===== src/rtl/pc16_seq.sv =====
// pc16_seq: program counter with an optional return-address stack.
//
// Update priority each clock (rst_n_i high): clr, ret, call, load, inc, hold.
// Define PC_CALL_STACK_EN to build the return-address stack. Without it:
//  - call acts as load.
//  - ret is ignored.
//  - The stack flags are tied to "empty, no error".
//
// Ports:
//   clk_i        system clock, rising edge
//   rst_n_i      synchronous active-low reset
//   clr_i        soft clear of the counter (stack untouched)
//   load_i       load out_o from in_i
//   in_i         jump / call target
//   inc_i        increment out_o
//   call_i       push out_o+1 and jump to in_i
//   ret_i        pop return address into out_o
//   out_o        current program counter
//   wrap_o       one-cycle pulse after an increment from all-ones
//   stk_full_o   stack holds STACK_DEPTH entries
//   stk_empty_o  stack holds no entries
//   stk_err_o    sticky overflow/underflow flag
module pc16_seq #(
    parameter int              WIDTH       = 16,
    parameter int              STACK_DEPTH = 4,
    parameter logic [WIDTH-1:0] RESET_VAL  = '0
) (
    input  logic             clk_i,
    input  logic             rst_n_i,
    input  logic             clr_i,
    input  logic             load_i,
    input  logic [WIDTH-1:0] in_i,
    input  logic             inc_i,
    input  logic             call_i,
    input  logic             ret_i,
    output logic [WIDTH-1:0] out_o,
    output logic             wrap_o,
    output logic             stk_full_o,
    output logic             stk_empty_o,
    output logic             stk_err_o
);

    logic [WIDTH-1:0] pc_q, pc_d;
    logic             wrap_q, wrap_d;
    logic [WIDTH-1:0] pc_inc;

    assign pc_inc = pc_q + WIDTH'(1);

`ifdef PC_CALL_STACK_EN
    localparam int AW = (STACK_DEPTH > 1) ? $clog2(STACK_DEPTH) : 1;
    localparam int PW = AW + 1;
    localparam logic [PW-1:0] SP_MAX = PW'(STACK_DEPTH);

    logic [WIDTH-1:0] stk_q [STACK_DEPTH];
    logic [PW-1:0]    sp_q, sp_d;
    logic             full_q, empty_q;
    logic             err_q, err_d;
    logic             push;
    logic [AW-1:0]    wr_idx, rd_idx;

    // When the stack is full the low bits of sp_q wrap to 0, so rd_idx
    // still lands on the top entry (STACK_DEPTH-1).
    assign wr_idx = sp_q[AW-1:0];
    assign rd_idx = wr_idx - AW'(1);

    always_comb begin
        pc_d   = pc_q;
        wrap_d = 1'b0;
        sp_d   = sp_q;
        err_d  = err_q;
        push   = 1'b0;
        if (clr_i) begin
            pc_d = RESET_VAL;
        end else if (ret_i) begin
            if (sp_q == '0) begin
                err_d = 1'b1;
            end else begin
                pc_d = stk_q[rd_idx];
                sp_d = sp_q - PW'(1);
            end
        end else if (call_i) begin
            pc_d = in_i;
            if (sp_q == SP_MAX) begin
                err_d = 1'b1;
            end else begin
                push = rst_n_i;
                sp_d = sp_q + PW'(1);
            end
        end else if (load_i) begin
            pc_d = in_i;
        end else if (inc_i) begin
            pc_d   = pc_inc;
            wrap_d = &pc_q;
        end
    end

    always_ff @(posedge clk_i) begin
        if (!rst_n_i) begin
            pc_q    <= RESET_VAL;
            wrap_q  <= 1'b0;
            sp_q    <= '0;
            err_q   <= 1'b0;
            full_q  <= 1'b0;
            empty_q <= 1'b1;
        end else begin
            pc_q    <= pc_d;
            wrap_q  <= wrap_d;
            sp_q    <= sp_d;
            err_q   <= err_d;
            full_q  <= (sp_d == SP_MAX);
            empty_q <= (sp_d == '0);
        end
    end

    // Storage needs no reset: entries above the pointer are never read.
    always_ff @(posedge clk_i) begin
        if (push) begin
            stk_q[wr_idx] <= pc_inc;
        end
    end

    assign stk_full_o  = full_q;
    assign stk_empty_o = empty_q;
    assign stk_err_o   = err_q;
`else
    localparam int unused_depth = STACK_DEPTH;
    logic unused_ret;
    assign unused_ret = ret_i;

    always_comb begin
        pc_d   = pc_q;
        wrap_d = 1'b0;
        if (clr_i) begin
            pc_d = RESET_VAL;
        end else if (call_i || load_i) begin
            pc_d = in_i;
        end else if (inc_i) begin
            pc_d   = pc_inc;
            wrap_d = &pc_q;
        end
    end

    always_ff @(posedge clk_i) begin
        if (!rst_n_i) begin
            pc_q   <= RESET_VAL;
            wrap_q <= 1'b0;
        end else begin
            pc_q   <= pc_d;
            wrap_q <= wrap_d;
        end
    end

    assign stk_full_o  = 1'b0;
    assign stk_empty_o = 1'b1;
    assign stk_err_o   = 1'b0;
`endif

    assign out_o  = pc_q;
    assign wrap_o = wrap_q;

endmodule


===== config.mk =====
export PLATFORM = sky130hd
export DESIGN_NAME = pc16_seq
export DESIGN_NICKNAME = d
export VERILOG_FILES = /design/src/rtl/pc16_seq.sv
export SDC_FILE = /design/constraint.sdc
export NUM_CORES = 1
export LEC_CHECK = 0
export ABC_AREA = 1
export CAP_MARGIN = 20
export CORE_MARGIN = 4
export CORE_UTILIZATION = 25
export CTS_CLUSTER_SIZE = 16
export DETAILED_ROUTE_END_ITERATION = 8
export DONT_BUFFER_PORTS = 1
export GPL_ROUTABILITY_DRIVEN = 0
export REMOVE_ABC_BUFFERS = 1
export SETUP_SLACK_MARGIN = 0.5
export SLEW_MARGIN = 5
export SYNTH_ARGS = -nofsm -noshare
export SYNTH_HDL_FRONTEND = slang
export SYNTH_SLANG_ARGS = --single-unit

===== constraint.sdc =====
create_clock -name clk_i -period 2.15 [get_ports clk_i]
set_input_delay 0.43 -clock clk_i [delete_from_list [all_inputs] [get_ports clk_i]]
set_output_delay 0.43 -clock clk_i [all_outputs]
set_load 0.05 [all_outputs]

==> run_results.csv <==
group,metric,value,unit
synthesis,syn_avg_cell_area,6.01,µm²
critical_path,criticalPathCategory,"reg -> reg",
timing,max_slew.worst_pin.slew,0.604,ns
cts,cts_buffers,3,
detailed_routing,via_count,1261,
cts,cts_max_level,1,
detailed_routing,drc_errors,0,
pwr,p_sw_frac,0.333,
timing,fin_crit,1.44,ns
critical_path,path_buf_inv,0,
critical_path,arrival,1.57,ns
synthesis,ys_ff_latch,17,
detailed_routing,first_pass_iters,4,
critical_path,critical_path.startpoint_type,"flop",
global_route,grt_max_degree,20,
cells_and_area,final_cell_mix,"nand2_1 (52), nor2_1 (35), inv_1 (23)",
global_route,grt_overflow,0,
cells_and_area,layoutNonFillerInstCount,284,
place,dp_cells,280,
critical_path,reg2reg_slack,0.71,ns
pwr,power_frac_clock,0.330,
timing,rsz0062_at_grt,"false",
die,die_h,77.9,µm
timing,hold_violations,0,
min_path,hold_end,"out_o[2]",
timing,fin_skew,0.00226,ns
synthesis,ys_types,26,
cts,post_cts_buffers,0,
synthesis,synth_top_area_share,0.279,
global_route,antenna_found_initial,0,
global_route,grt_pass1_wl,5670,µm
detailed_routing,drtIter0Drc,60,
detailed_routing,antenna_left,0,
pwr,ir_drop,0.162,mV
timing,finalMaxSlewViolations,0,
pwr,seq_power_share,0.458,
critical_path,worstSetupEndpointType,"flop",
critical_path,worst-endpoint-required,2.28,ns
timing,fmax,0.694,GHz
timing,setup_tns,0,ns
outcome,outcome,"finished, final reports clean",
detailed_routing,post_drt_wl_per_cell,12.2,µm
pwr,power_leakage,0.619,nW
synthesis,syn_inst,203,
cts,cts_root_buf,"clkbuf_8",
synthesis,synth_warnings,0,
cts,clkLatencyLatePin,0.25,ns
synthesis,synth_edf_count,0,
cts,cts.clk_slew.worst_paths,0.07,ns
die,io_pins,43,
cells_and_area,design_area,1430,µm²
critical_path,crit_chain,"ha_1, nand3_2, nor2_1, nand3_1, nand2_1, nand3_1, nand2_1, a21oi_1",
cells_and_area,n_fill_cell,526,
pwr,p_int,0.507,mW
timing,slew-limit-headroom,0.597,
place,dp_hpwl,2660,µm
timing,finalWorstSetupSlack,0.709,ns
timing,setup_viol,0,
critical_path,cp_slowest_cell,"dfxtp_1",
synthesis,syn_area,1220,µm²
critical_path,critPathMaxStageDelay,0.41,ns
synthesis,synth_area_leader_cell,"dfxtp_1",
place,port_buffers,0,
synthesis,netlist_top_cells_area,"dfxtp_1 (28%), nand2_1 (16%), nor2_1 (11%), nand3_1 (8.6%), inv_1 (7.1%)",
synthesis,seq_area_frac_synth,0.279,
cts,cts_tree,"yes",
die,die_w,77.9,µm
job,maxCapViolations,0,
min_path,hold_path_depth,2,
critical_path,cp_max_fo,5,
synthesis,synth-async-reset-ratio,0,
cells_and_area,final_common_cell,"nand2_1",
detailed_routing,routed_wl,3480,µm
cells_and_area,area_growth,17.2,%
cells_and_area,drive_gt1_frac,0.161,
die,coreArea,4720,µm²
place,pre_cts_slack,0.679,ns
pwr,p_per_area,531,nW/µm²
cts,clockBufferDepth,2,
critical_path,r2r_start,"out_o[1]",
pwr,pwr-share-comb,0.212,
cts,cts.sinks,17,
die,dieArea,6060,µm²
pwr,power_switching,0.253,mW
die,start_util,0.258,
critical_path,path_delay_family,"simple AND/OR/NAND/NOR gates",
critical_path,r2r-end,"out_o[14]",
cells_and_area,insertedDiodeCount,0,
die,std_cell_rows,25,
synthesis,synth_top_flop_cell,"dfxtp_1",
min_path,hp-start,"inc_i",
critical_path,worstRegToRegCells,8,
detailed_routing,via_per_inst,4.44,
global_route,grt_usage,0.117,
min_path,worstHoldPathType,"in -> reg",
global_route,grt_pass1_vias,1189,
place,dpl_cell_area,1380,µm²
timing,finalCritPeriodShare,0.670,
cells_and_area,layout.nets,242,
## cell families after synthesis
logic type                 count (synthesis)  synth area share
and+or+nand+nor                          125             0.463
DFF                                       17             0.279
AOI/OAI and AO/OA                         25             0.120
buffers and inverters                     33             0.122
adders and majority gates                  1            0.0103
other                                      2           0.00616
## worst reg2reg max path: cells and delay by family (launching register included)
| kind | cells | cell delay, ns |
|---|---|---|
| and+or+nand+nor | 6 | 0.62 |
| DFF | 1 | 0.41 |
| adders and majority gates | 1 | 0.24 |
| AOI/OAI and AO/OA | 1 | 0.05 |
## state kept, by name, indices dropped and copies added, names as in the netlist
name	count
out_o	16
wrap_o	1
## power by group through the flow
stage / Clock, mW / Combinational [mW] / Sequential [mW]
floorplan: 0 / 0.0735 / 0.398
global placement: 0 / 0.161 / 0.354
detailed placement: 0 / 0.162 / 0.354
CTS: 0.258 / 0.163 / 0.347
global route: 0.273 / 0.176 / 0.349
finish: 0.251 / 0.161 / 0.347
## final cells by class
| type | instances | area [µm²] | share of cell area |
|---|---|---|---|
| repair buffers | 18 | 135 | 0.0945 |
| flip-flops and latches | 17 | 342 | 0.239 |
| inverters | 24 | 90.1 | 0.0630 |
| multi-input cells | 154 | 734 | 0.514 |
| well taps | 67 | 83.8 | 0.0586 |
| clock buffers | 4 | 45.0 | 0.0315 |
## layer usage
layer | wire, µm | track usage | up-vias
met5 | 0 | 0 | -
met4 | 22 | 0.0320 | 0
met3 | 234 | 0.0383 | 2
met2 | 1600 | 0.198 | 29
met1 | 1620 | 0.140 | 554
li1 | - | - | 676
## how the worst max path moves through the flow
stage,start,endpoint,slack [ns],depth (start not counted)
finish,out_o[1],out_o[14],0.71,8
global route,out_o[1],out_o[14],0.53,8
CTS,out_o[0],out_o[14],0.66,8
detailed placement,out_o[0],out_o[14],0.68,8
global placement,out_o[0],out_o[14],0.69,8
floorplan,out_o[0],out_o[14],0.44,8
## cells in the mapped netlist (2+ instances only)
library cell   n
o21ai_1        3
a31oi_1        4
nand4_1        3
nand2_1       52
nand3_1       21
o211ai_1       5
a21oi_1       10
nor2_2         4
nand2_2        3
nor2_1        35
buf_4          3
inv_1         23
o21ai_0        2
dfxtp_1       17
conb_1         2
nand3_2        2
buf_2          5
## through the flow
step                       util  power (mW)  hold WS [ns]
final                     0.303       0.759         0.312
after global routing      0.303       0.798         0.317
after CTS                 0.303       0.767         0.310
after detailed placement  0.293       0.517         0.542
after global placement    0.293       0.515         0.534
after floorplan               -       0.472         0.572
## what timing repair did
item,CTS,global route
hold buffers,0,0
resized for setup,0,1
setup endpoints to repair,0,2
Note: power is estimated with default switching activity, not from simulation.
==> patch 1 (config.mk and constraints unchanged) <==
Set the parameter `WIDTH` to 18 (it was 16).
--- a/src/rtl/pc16_seq.sv
+++ b/src/rtl/pc16_seq.sv
@@ -21,7 +21,7 @@
 //   stk_empty_o  stack holds no entries
 //   stk_err_o    sticky overflow/underflow flag
 module pc16_seq #(
-    parameter int              WIDTH       = 16,
+    parameter int              WIDTH       = 18,
     parameter int              STACK_DEPTH = 4,
     parameter logic [WIDTH-1:0] RESET_VAL  = '0
 ) (
Interface: changed (resized in_i and out_o); port bits go from 43 to 47. The function was not compared with the original's and may differ.
==> patch 1 against the unedited design <==
Routed wire length rose by 14%. Setup slack got worse by 0.056 ns. Sequential cell count is 2 higher. Synthesized area up 11%. Hold slack improved by 0.010 ns. Total power is 8.9% higher. Clock power grew 6%. Final cell count increased by 6.0%. Cell area increased by 10%. Largest cell class unchanged. Highest routed layer unchanged.
==> patch 1: results <==
export IMPL_status="finished clean"
export IMPL_ir_drop_mv=0.206
export IMPL_clk_latency_ns=0.26
export IMPL_cpPeakStageDelay_ns=0.34
export IMPL_drive_gt1_share_pct=18.2
export IMPL_cts_buffers=3
export IMPL_reg2reg_to="out_o[16]"
export IMPL_r2r_start="out_o[0]"
export IMPL_preCtsSetupSlack_ns=0.553
export IMPL_avgSynthCellArea_um2=6.28
export IMPL_crit_fanout=4
export IMPL_worst_pin_slew_ns=0.575
export IMPL_hpwl_mm=3.13
export IMPL_cp_data_arrival_time_ns=1.65
export IMPL_ys_top_cells_by_area="dfxtp_1 28%, nand2_1 15%, nand3_1 8.2%"
export IMPL_first_global_vias=1381
export IMPL_synthTopCellsByCount="54 x nand2_1, 29 x inv_1, 22 x nand3_1"
export IMPL_drtIter0Drc=78
export IMPL_fin_skew_ns=0.00481
export IMPL_dpl_cell_count=297
export IMPL_synth_seq_area_share_pct=28.2
export IMPL_p_leak_nw=0.694
export IMPL_wl_mm=3.96
export IMPL_grt_pass1_wl_mm=6.53
export IMPL_holdPathEnd="out_o[8]"
export IMPL_grt_max_degree=22
export IMPL_vias_per_cell=4.65
export IMPL_fill_cells=582
export IMPL_wire_per_inst_um=13.2
export IMPL_r2r_setup_slack_ns=0.65
export IMPL_finalNetCount=258
[patch 1: worst max-delay path by stage]
stage,to,startpoint,slack (ns),cells after the start
2_1_floorplan,out_o[16],load_i,0.28,6
3_3_place_gp,out_o[2],call_i,0.59,6
3_5_place_dp,out_o[2],call_i,0.55,6
4_1_cts,out_o[16],out_o[0],0.66,8
5_1_grt,out_o[16],out_o[1],0.50,8
6_report,out_o[16],out_o[0],0.65,8
[patch 1: layout make-up]
type                       count  area [um^2]  area share (%)
clock buffer                   4         45.0            2.85
timing repair buffer          21          158            9.99
inverter                      31          116            7.38
sequential                    19          380            24.1
tap                           70         87.6            5.55
multi-input combinational    156          791            50.1
[patch 1: cell families (layout without fill, tap and decap cells)]
family	after synthesis	in the layout	share of synthesized area, %
simple gates	118	118	41.1
buf+inv	41	56	13.5
compound gates	33	33	15.1
flops	19	19	28.2
other cells	2	3	0.556
fa+ha+maj	1	1	0.927
xor+xnor	1	1	0.649
[patch 1: where the power goes]
part	total (W)	leakage (nW)	internal, W	switching, W
clock network	0.000265	0.0228	0.000132	0.000133
logic	0.000177	0.515	0.0000494	0.000128
registers	0.000385	0.156	0.000367	0.0000179
total	0.000826	0.694	0.000548	0.000278
[patch 1: through the flow]
| step | hold WS [ns] | area [um^2] | power (W) |
|---|---|---|---|
| after floorplan | 0.586 | 1290 | 0.000521 |
| after global routing | 0.309 | 1580 | 0.000872 |
| after global placement | 0.506 | 1530 | 0.000570 |
| final | 0.323 | 1580 | 0.000826 |
| after detailed placement | 0.520 | 1530 | 0.000572 |
| after CTS | 0.320 | 1580 | 0.000839 |
[patch 1: routing by layer]
layer / share of wire (%) / GRT usage [%]
met1: 42 / 14.9
met2: 48 / 21.8
met3: 9.6 / 4.93
met4: 1.1 / 3.55
met5: 0 / 0
==> patch 2 (same flow settings) <==
Without the edit above. The option `PC_CALL_STACK_EN` is turned on by a define.
--- a/src/rtl/pc16_seq.sv
+++ b/src/rtl/pc16_seq.sv
@@ -20,6 +20,8 @@
 //   stk_full_o   stack holds STACK_DEPTH entries
 //   stk_empty_o  stack holds no entries
 //   stk_err_o    sticky overflow/underflow flag
+`define PC_CALL_STACK_EN
+
 module pc16_seq #(
     parameter int              WIDTH       = 16,
     parameter int              STACK_DEPTH = 4,
Function: changed (Yosys sat finds a counterexample within 4 cycles, from zero or initial values and one cycle with rst_n_i low).
==> patch 2 against the unedited design <==
Final cell count is 150% higher. Setup slack worse by 0.19 ns. Core utilization is 1.9 points higher. First-iteration DRC count grew to 4.1 times the old value. Global-route usage is 0.92 points higher. Via count grew to 2.6 times the old value. Routed wire length grew to 3.3 times the old value. Critical path type unchanged. Maximum frequency is 12% lower. Synthesized area grew to 3.4 times the old value. Total power grew to 5.7 times the old value. Sequential cell count is 70 higher. Cell area grew to 3.6 times the old value.
==> patch 2: results <==
export IMPL_grt_use_met1_pct=15.5
export IMPL_cp_data_arrival_time_ns=1.85
export IMPL_ys_top_cells_by_area="edfxtp_1 47%, dfxtp_1 11%, nand2_1 8.7%"
export IMPL_std_cell_rows=46
export IMPL_grt_max_degree=36
export IMPL_use_met2_pct=20.7
export IMPL_worst_pin_slew_ns=0.512
export IMPL_synth_cell_types=31
export IMPL_yosys_area_share_xor_xnor_pct=1.91
export IMPL_finalNetCount=515
export IMPL_drtIter0Drc=243
export IMPL_preCtsSetupSlack_ns=0.0556
export IMPL_largest_reg_flops=64
export IMPL_dpl_cell_count=672
export IMPL_avgSynthCellArea_um2=9.19
export IMPL_crit_family="buffers and inverters"
export IMPL_cpPeakStageDelay_ns=0.37
export IMPL_crit_slowest_cell="dfxtp_4"
export IMPL_synth_compound_area_share_pct=14.2
export IMPL_clk_latency_ns=0.34
export IMPL_reg2reg_to="out_o[13]"
export IMPL_critPathLaunch="sp_q[0]"
export IMPL_status="finished clean"
export IMPL_wire_per_inst_um=16.4
export IMPL_hold_ws_ns=0.187
export IMPL_htreeDepth=3
export IMPL_root_buffer="clkbuf_16"
export IMPL_clock_fmax_ghz=0.614
export IMPL_p_leak_nw=1.93
export IMPL_fin_skew_ns=0.00752
export IMPL_grtUsageTotal_pct=12.6
export IMPL_ir_drop_mv=0.389
export IMPL_grtUsageMet3_pct=4.59
export IMPL_drive_gt1_share_pct=20.4
export IMPL_fill_cells=1660
export IMPL_cts_buffers=9
export IMPL_r2r_setup_slack_ns=0.52
export IMPL_grt_pass1_wl_mm=17.5
==> patch 2: cell types whose count changed in the layout (fill, tap and decap cells not counted), sizes merged, moves of 6 or more <==
cell and delta:
buf +26, o211ai +9, edfxtp +64, inv +18
nor2 +23, clkinv +6, nand3 -10, a21oi +12
nand2 +40, dfxtp +6, o22ai +9, o21ai +42
==> patch 2: worst min-delay path by stage <==
stage,start,end,depth (start not counted)
finish,rst_n_i,stk_empty_o,1
global route,rst_n_i,stk_empty_o,1
CTS,rst_n_i,stk_empty_o,1
detailed placement,rst_n_i,stk_empty_o,1
global placement,rst_n_i,stk_empty_o,1
floorplan,rst_n_i,stk_empty_o,1
==> patch 2: power breakdown <==
| group | internal (W) | total, W | switching, W |
|---|---|---|---|
| Combinational | 0.000373 | 0.000959 | 0.000586 |
| Sequential | 0.00187 | 0.00196 | 0.0000860 |
| Clock | 0.000784 | 0.00144 | 0.000651 |
| Total | 0.00303 | 0.00435 | 0.00132 |
==> patch 2: layer usage <==
metal	vias up	share of wire (%)
li1	1594	-
met1	1556	43
met2	88	49
met3	15	6.3
met4	0	1.6
met5	-	0
==> patch 2: repair_timing <==
action,CTS,global route
resized for setup,24,39
cloned,1,1
hold buffers,0,0
setup buffers,9,8
pin swaps,3,10
setup endpoints to repair,130,110
==> patch 2: layout make-up <==
class	instances	area [um^2]	share of cell area [%]
sequential	87	2400	46.6
tap	216	270	5.25
inverter	43	188	3.65
clock buffer	9	225	4.38
multi-input combinational	299	1590	30.9
clock inverter	7	48.8	0.948
timing repair inverter	2	11.3	0.219
timing repair buffer	44	414	8.05
